## src/rtl/gpo_ctrl.sv

```systemverilog
// General-purpose output slot: W output pins with atomic set/clear/toggle,
// per-bit blink at a programmable rate and a timed one-shot pulse overlay.
module gpo_ctrl #(
    parameter int W  = 8,
    parameter int CW = 32
) (
    input  logic          clk,
    input  logic          reset,
    input  logic          cs,
    input  logic          read,
    input  logic          write,
    input  logic [4:0]    addr,
    input  logic [31:0]   wr_data,
    output logic [31:0]   rd_data,
    output logic [W-1:0]  dout
);

    localparam logic [4:0] ADDR_DATA  = 5'd0;
    localparam logic [4:0] ADDR_SET   = 5'd1;
    localparam logic [4:0] ADDR_CLR   = 5'd2;
    localparam logic [4:0] ADDR_TOG   = 5'd3;
    localparam logic [4:0] ADDR_MODE  = 5'd4;
    localparam logic [4:0] ADDR_DIV   = 5'd5;
    localparam logic [4:0] ADDR_PLEN  = 5'd6;
    localparam logic [4:0] ADDR_PTRIG = 5'd7;
    localparam logic [4:0] ADDR_STAT  = 5'd8;

    logic          wr;
    logic [W-1:0]  wr_bits;
    logic [CW-1:0] wr_cnt;

    logic [W-1:0]  data_reg;
    logic [W-1:0]  mode_reg;
    logic [CW-1:0] div_reg;
    logic [CW-1:0] plen_reg;
    logic [W-1:0]  pmask;
    logic [CW-1:0] pcnt;
    logic [CW-1:0] bcnt;
    logic          phase;
    logic          pulse_busy;
    logic          ptrig_fire;

    // Reads are side-effect free, so the read strobe carries no information here.
    logic unused_ok;
    assign unused_ok = ^{read, wr_data};

    assign wr         = cs && write;
    assign wr_bits    = wr_data[W-1:0];
    assign wr_cnt     = wr_data[CW-1:0];
    assign pulse_busy = (pcnt != '0);
    assign ptrig_fire = wr && (addr == ADDR_PTRIG) && (plen_reg != '0);

    always_ff @(posedge clk or posedge reset) begin
        if (reset) begin
            data_reg <= '0;
        end else if (wr) begin
            case (addr)
                ADDR_DATA: data_reg <= wr_bits;
                ADDR_SET:  data_reg <= data_reg | wr_bits;
                ADDR_CLR:  data_reg <= data_reg & ~wr_bits;
                ADDR_TOG:  data_reg <= data_reg ^ wr_bits;
                default:   data_reg <= data_reg;
            endcase
        end
    end

    always_ff @(posedge clk or posedge reset) begin
        if (reset) begin
            mode_reg <= '0;
            div_reg  <= '0;
            plen_reg <= '0;
        end else if (wr) begin
            if (addr == ADDR_MODE) mode_reg <= wr_bits;
            if (addr == ADDR_DIV)  div_reg  <= wr_cnt;
            if (addr == ADDR_PLEN) plen_reg <= wr_cnt;
        end
    end

    // Blink engine: a DIV write restarts the half-period with phase high on the same edge.
    always_ff @(posedge clk or posedge reset) begin
        if (reset) begin
            bcnt  <= '0;
            phase <= 1'b1;
        end else if (wr && (addr == ADDR_DIV)) begin
            bcnt  <= '0;
            phase <= 1'b1;
        end else if (div_reg == '0) begin
            bcnt  <= '0;
            phase <= 1'b1;
        end else if (bcnt == div_reg - CW'(1)) begin
            bcnt  <= '0;
            phase <= ~phase;
        end else begin
            bcnt  <= bcnt + CW'(1);
        end
    end

    // Pulse engine: a retrigger takes priority over expiry of the running pulse.
    always_ff @(posedge clk or posedge reset) begin
        if (reset) begin
            pmask <= '0;
            pcnt  <= '0;
        end else if (ptrig_fire) begin
            pmask <= wr_bits;
            pcnt  <= plen_reg;
        end else if (pulse_busy) begin
            pcnt <= pcnt - CW'(1);
            if (pcnt == CW'(1)) pmask <= '0;
        end
    end

    assign dout = (data_reg & (~mode_reg | {W{phase}})) | (pmask & {W{pulse_busy}});

    always_comb begin
        rd_data = '0;
        case (addr)
            ADDR_DATA: rd_data = 32'(data_reg);
            ADDR_MODE: rd_data = 32'(mode_reg);
            ADDR_DIV:  rd_data = 32'(div_reg);
            ADDR_PLEN: rd_data = 32'(plen_reg);
            ADDR_STAT: rd_data = {30'd0, phase, pulse_busy};
            default:   rd_data = '0;
        endcase
    end

endmodule
```

## config.mk

```make
export PLATFORM = sky130hd
export DESIGN_NAME = gpo_ctrl
export DESIGN_NICKNAME = d
export VERILOG_FILES = /design/src/rtl/gpo_ctrl.sv
export SDC_FILE = /design/constraint.sdc
export NUM_CORES = 1
export LEC_CHECK = 0
export BUFFER_PORTS_ARGS = -buffer_cell sky130_fd_sc_hd__buf_2
export CORE_MARGIN = 5
export CORE_UTILIZATION = 59
export DETAILED_ROUTE_END_ITERATION = 10
export GPL_ROUTABILITY_DRIVEN = 0
export PLACE_DENSITY = 0.79
export RECOVER_POWER = 50
export SETUP_SLACK_MARGIN = 0.3
export SLEW_MARGIN = 20
export SYNTH_ARGS = -nofsm -noshare
export SYNTH_HDL_FRONTEND = slang
export SYNTH_SLANG_ARGS = --single-unit
```

## constraint.sdc

```tcl
create_clock -name clk -period 5.76 [get_ports clk]
set_input_delay 0.864 -clock clk [delete_from_list [all_inputs] [get_ports clk]]
set_output_delay 0.864 -clock clk [all_outputs]
set_load 0.05 [all_outputs]
```

**Yosys cells after proc, flatten, opt, wreduce, memory -nomap -nowiden**

Index checks and enable logic that the tools add are counted.

- Word-level logic and storage cells: 61
- Input bits: 42
- Flip-flop bits (word level): 153
- Output and inout port bits: 40

- Mux-type cells: 13
- Reduce and logical (&&, ||, !) cells: 17
- Bitwise operators: 10
- Equal/unequal tests: 10
- Add/subtract/negate cells: 3

Operator list:

| kind | count |
|---|---|
| $mux W32 | 5 |
| $pmux W32 S5 | 1 |
| $reduce_bool A32 Y1 | 2 |
| $sub A32 B1 Y32 const B | 2 |
| $add A32 B1 Y32 const B | 1 |
| $eq A32 B1 Y1 const B | 1 |
| $eq A32 B32 Y1 | 1 |
| $logic_not A32 Y1 | 1 |
| $pmux W8 S4 | 1 |
| $and A8 B8 Y8 | 3 |
| $mux W8 | 3 |
| $or A8 B8 Y8 | 3 |
| $eq A5 B3 Y1 const B | 4 |
| $not A8 Y8 | 2 |
| $eq A5 B2 Y1 const B | 2 |
| $reduce_and A2 Y1 | 5 |
| $xor A8 B8 Y8 | 1 |
| $eq A5 B1 Y1 const B | 1 |
| $eq A5 B4 Y1 const B | 1 |
| $logic_not A5 Y1 | 1 |
| $logic_and A1 B1 Y1 | 4 |
| $reduce_bool A2 Y1 | 2 |
| $reduce_bool A4 Y1 | 1 |
| $mux W1 | 3 |
| other kinds (2) | 2 |

**Longest topological paths before layout**

- Depth in word-level cells: 5
- Gate-level depth with buffers: 12
- Depth with buffers taken out: 10

**Least setup slack after synthesis**

No wires, ideal clock.

- Path type: input port to output port
- From: input port addr[1]
- To: output port rd_data[0]
- Data arrival time: 3.095 ns
- Path buffers: 2
- Slack: 1.801 ns
- Cell stages on the path: 8
- Cell sequence: clkbuf_1 buf_1 mux2i_1 nor2_1 a31oi_1 nor3b_1 a21oi_1 o21ai_0

- Cells in the longest elaborated chain, start to end: 2
- Elaborated cells on any way between the ends: 6

Ends and longest elaborated chain:

| what | line | text |
|---|---|---|
| from (decl) | 12 | `input logic [4:0] addr,` |
| $eq A5 B4 Y1, or another cell as far along | 116 | `case (addr)` |
| $pmux W32 S5 * | 116 |  |
| to (decl) | 14 | `output logic [31:0] rd_data,` |

Every way passes the cells marked *; elsewhere a longest branch is shown, timed or not.

**Worst setup path in the final report**

- From: register pcnt[22]
- To: output port dout[7]

- Cells in the longest elaborated chain, start to end: 3

Ends and longest elaborated chain:

| what | line | text |
|---|---|---|
| from (decl) | 37 | `logic [CW-1:0] pcnt;` |
| from (signal assigned) | 105 | `pcnt <= plen_reg;` |
| from (signal assigned) | 107 | `pcnt <= pcnt - CW'(1);` |
| $reduce_bool A32 Y1 | 50 | `assign pulse_busy = (pcnt != '0);` |
| $and A8 B8 Y8 | 112 | `assign dout = (data_reg & (~mode_reg \| {W{phase}})) \| (pmask & {W{pulse_busy}});` |
| $or A8 B8 Y8 | 112 |  |
| to (decl) | 15 | `output logic [W-1:0] dout` |

Every way passes these cells.

==> impl_metrics.yaml <==
run_status:
  outcome: "finished, violations left"
  violations: "capacitance limit, slew limit"
worst_setup_path:
  ff2ff_path_depth: 8
  critPathTopFamily: "simple AND/OR/NAND/NOR gates"
  cp.arrival_ps: 3500
  critPathMaxStageDelay_ps: 610
  startpoint: "pcnt[22]"
  cp-end-kind: "output pin"
  start_kind: "register"
  timing_worst_setup_path_type: "reg -> out"
  cp.required_ps: 4900
  crit_slowest_cell: "or4_4"
  crit_fanout: 12
  reg2reg_slack_ps: 2090
  path_buf_inv: 1
  cp_common_cell: "or4_4"
  crit_path_cell_trace: "or4_4, or4_4, or3_4, nor3_1, nand2_1, a21o_1, buf_2"
  reg2reg_to: "bcnt[9]"
  rr_startpoint: "div_reg[12]"
logic_synthesis:
  ys_async_sr_fraction_pct: 100
  synth_edf_count: 0
  yosysMostFrequentCell: "dfrtp_1"
  ys_warn_count: 0
  ys_ff_latch: 153
  ys.flop_type: "dfrtp_1"
  ys_top_cells_by_count: "dfrtp_1 (152), nand2_1 (89), nor3_1 (63)"
  synth_area_leader_cell: "dfrtp_1"
  ys_types: 65
  synth_nets: 969
  seq_area_frac_synth_pct: 42.7
  syn_inst: 906
  yosysTopAreaCellShare_pct: 42.4
  synthTopCellsByArea: "dfrtp_1 (42%), mux2_2 (7.7%), xnor2_1 (6.0%)"
  syn_area_um2: 8980
  avgSynthCellArea_um2: 9.91
timing:
  min_period_over_period_pct: 75.7
  worst_pin_slew_ps: 2430
  final_hold_viol_count: 0
  rsz0062_at_grt: "false"
  skew_ps: 12.6
  setup_viol: 0
  slew_headroom_pct: -61.9
  fin_crit_ps: 4360
  slew_violations: 84
  setup_tns_ps: 0
  layout_setup_ws_ps: 1400
  clock.fmax_mhz: 229
layout:
  drive_gt1_share_pct: 21.1
  regArea_um2: 3830
  multi_input_area_um2: 4780
  fillCellCount: 1220
  syn_to_final_growth_pct: 11.8
  finalNonFillerCells: 1164
  nets: 1025
drt:
  wirelength_um: 22300
  detail_route.wl_per_cell_um: 19.2
  first_pass_iters: 5
  vias: 7273
  antenna_left: 0
  drtIter0Drc: 545
  viasPerCell: 6.25
  post-route-drc-count: 0
global_route:
  grt_max_degree: 109
  grt_pass1_vias: 7008
  grt_pass1_wl_um: 35800
  grt_usage_pct: 25.3
  antenna_found_initial: 0
  grt.overflow.total: 0
clock_network:
  clk_path_buf_depth: 2
  post_cts_resize_count: 0
  clock_sinks: 153
  cts_hold_buf: 0
  cts_tree: "done"
  cts_buffers: 17
  clk_pin_slew_worst_paths_ps: 70
  cts-root-buf: "clkbuf_16"
  clock_latency_ps: 430
  ctsHtreeMaxLevel: 4
  cts_setup_buffers: 0
worst_hold_path:
  min_delay_worst_endpoint: "pmask[4]"
  hp-start: "pmask[4]"
  holdPathStages: 2
  hp-class: "reg -> reg"
floorplan:
  fp.dieW_um: 133
  start_util_pct: 59.5
  core_area_um2: 15100
  rows: 45
  fp.dieArea_um2: 17800
  die_h_um: 133
  ios: 82
pwr:
  power_mw: 3.61
  ir_worst_vdd_uv: 222
  power_leakage_nw: 4.34
  p_per_area_nw_per_um2: 360
placed_design:
  placed_cells: 1131
  pre_cts_ws_ps: 1710
  portBuffers: 80
  hpwl_um: 15900
run:
  cap_violations: 2
per-layer routing:
layer  track usage (%)  part of all wire (%)  up-vias
li1                  -                     -     3375
met3              6.08                   6.8       48
met4              8.57                   2.6        0
met2              40.5                    47      266
met5                 0                     0        -
met1              34.2                    43     3584
worst max path at each step:
stage | cells after the start | slack, ps | endpoint
detailed placement | 8 | 1710 | bcnt[21]
global placement | 8 | 1780 | bcnt[1]
finish | 7 | 1400 | dout[7]
global route | 6 | 1140 | bcnt[15]
CTS | 7 | 1400 | dout[7]
floorplan | 1 | 780 | bcnt[0]
cells in the final DEF, fill, tap and decap left out, drive strengths merged, types with 9 or more instances in the layout:
cell,synthesis,routed
nor4,34,34
mux2,61,61
nor2b,9,9
nor2,40,40
or4,11,11
nand2,89,89
clkbuf,33,31
inv,38,38
ha,21,21
xnor2,62,62
dfrtp,152,152
nor3,64,64
o21ai,46,46
nand3,21,21
buf,19,78
xor2,34,34
or3,9,9
a21oi,27,27
a21o,11,11
a22o,25,25
stage by stage:
step                      utilization, %  area [um^2]  hold WS, ps
after floorplan                        -         8980          451
after global placement              62.8         9470          464
after detailed placement            62.8         9470          471
after CTS                           66.7        10100          487
after global routing                66.5        10000          501
final                               66.5        10000          486
cell type report:
type / instances / area share (%)
Tap cell: 188 / 2.35
Sequential cell: 153 / 38.2
Clock buffer: 20 / 4.65
Inverter: 39 / 1.51
Multi-Input combinational cell: 662 / 47.6
Antenna cell: 1 / 0.0249
Timing Repair Buffer: 89 / 4.43
Clock inverter: 12 / 1.23
worst min-delay path, delay by kind of cell (launching register included):
kind	cells	cell delay, ps
AO/OA/AOI/OAI	1	60
AND/OR/NAND/NOR	1	50
flip-flops	1	340
kinds of logic after synthesis:
family / Yosys count / share of synthesized area, %
AOI/OAI and AO/OA: 151 / 11.3
muxes: 72 / 9.99
DFF: 153 / 42.7
adders and majority gates: 21 / 2.93
buffers and inverters: 91 / 4.31
and+or+nand+nor: 322 / 19.4
xor gates and xnor gates: 96 / 9.37
where the power goes:
group	internal, mW	switching (mW)	total [mW]
clock	0.668	0.441	1.11
sequential	1.30	0.320	1.62
combinational	0.416	0.460	0.877
total	2.39	1.22	3.61
Note: power is estimated with default switching activity, not from simulation.
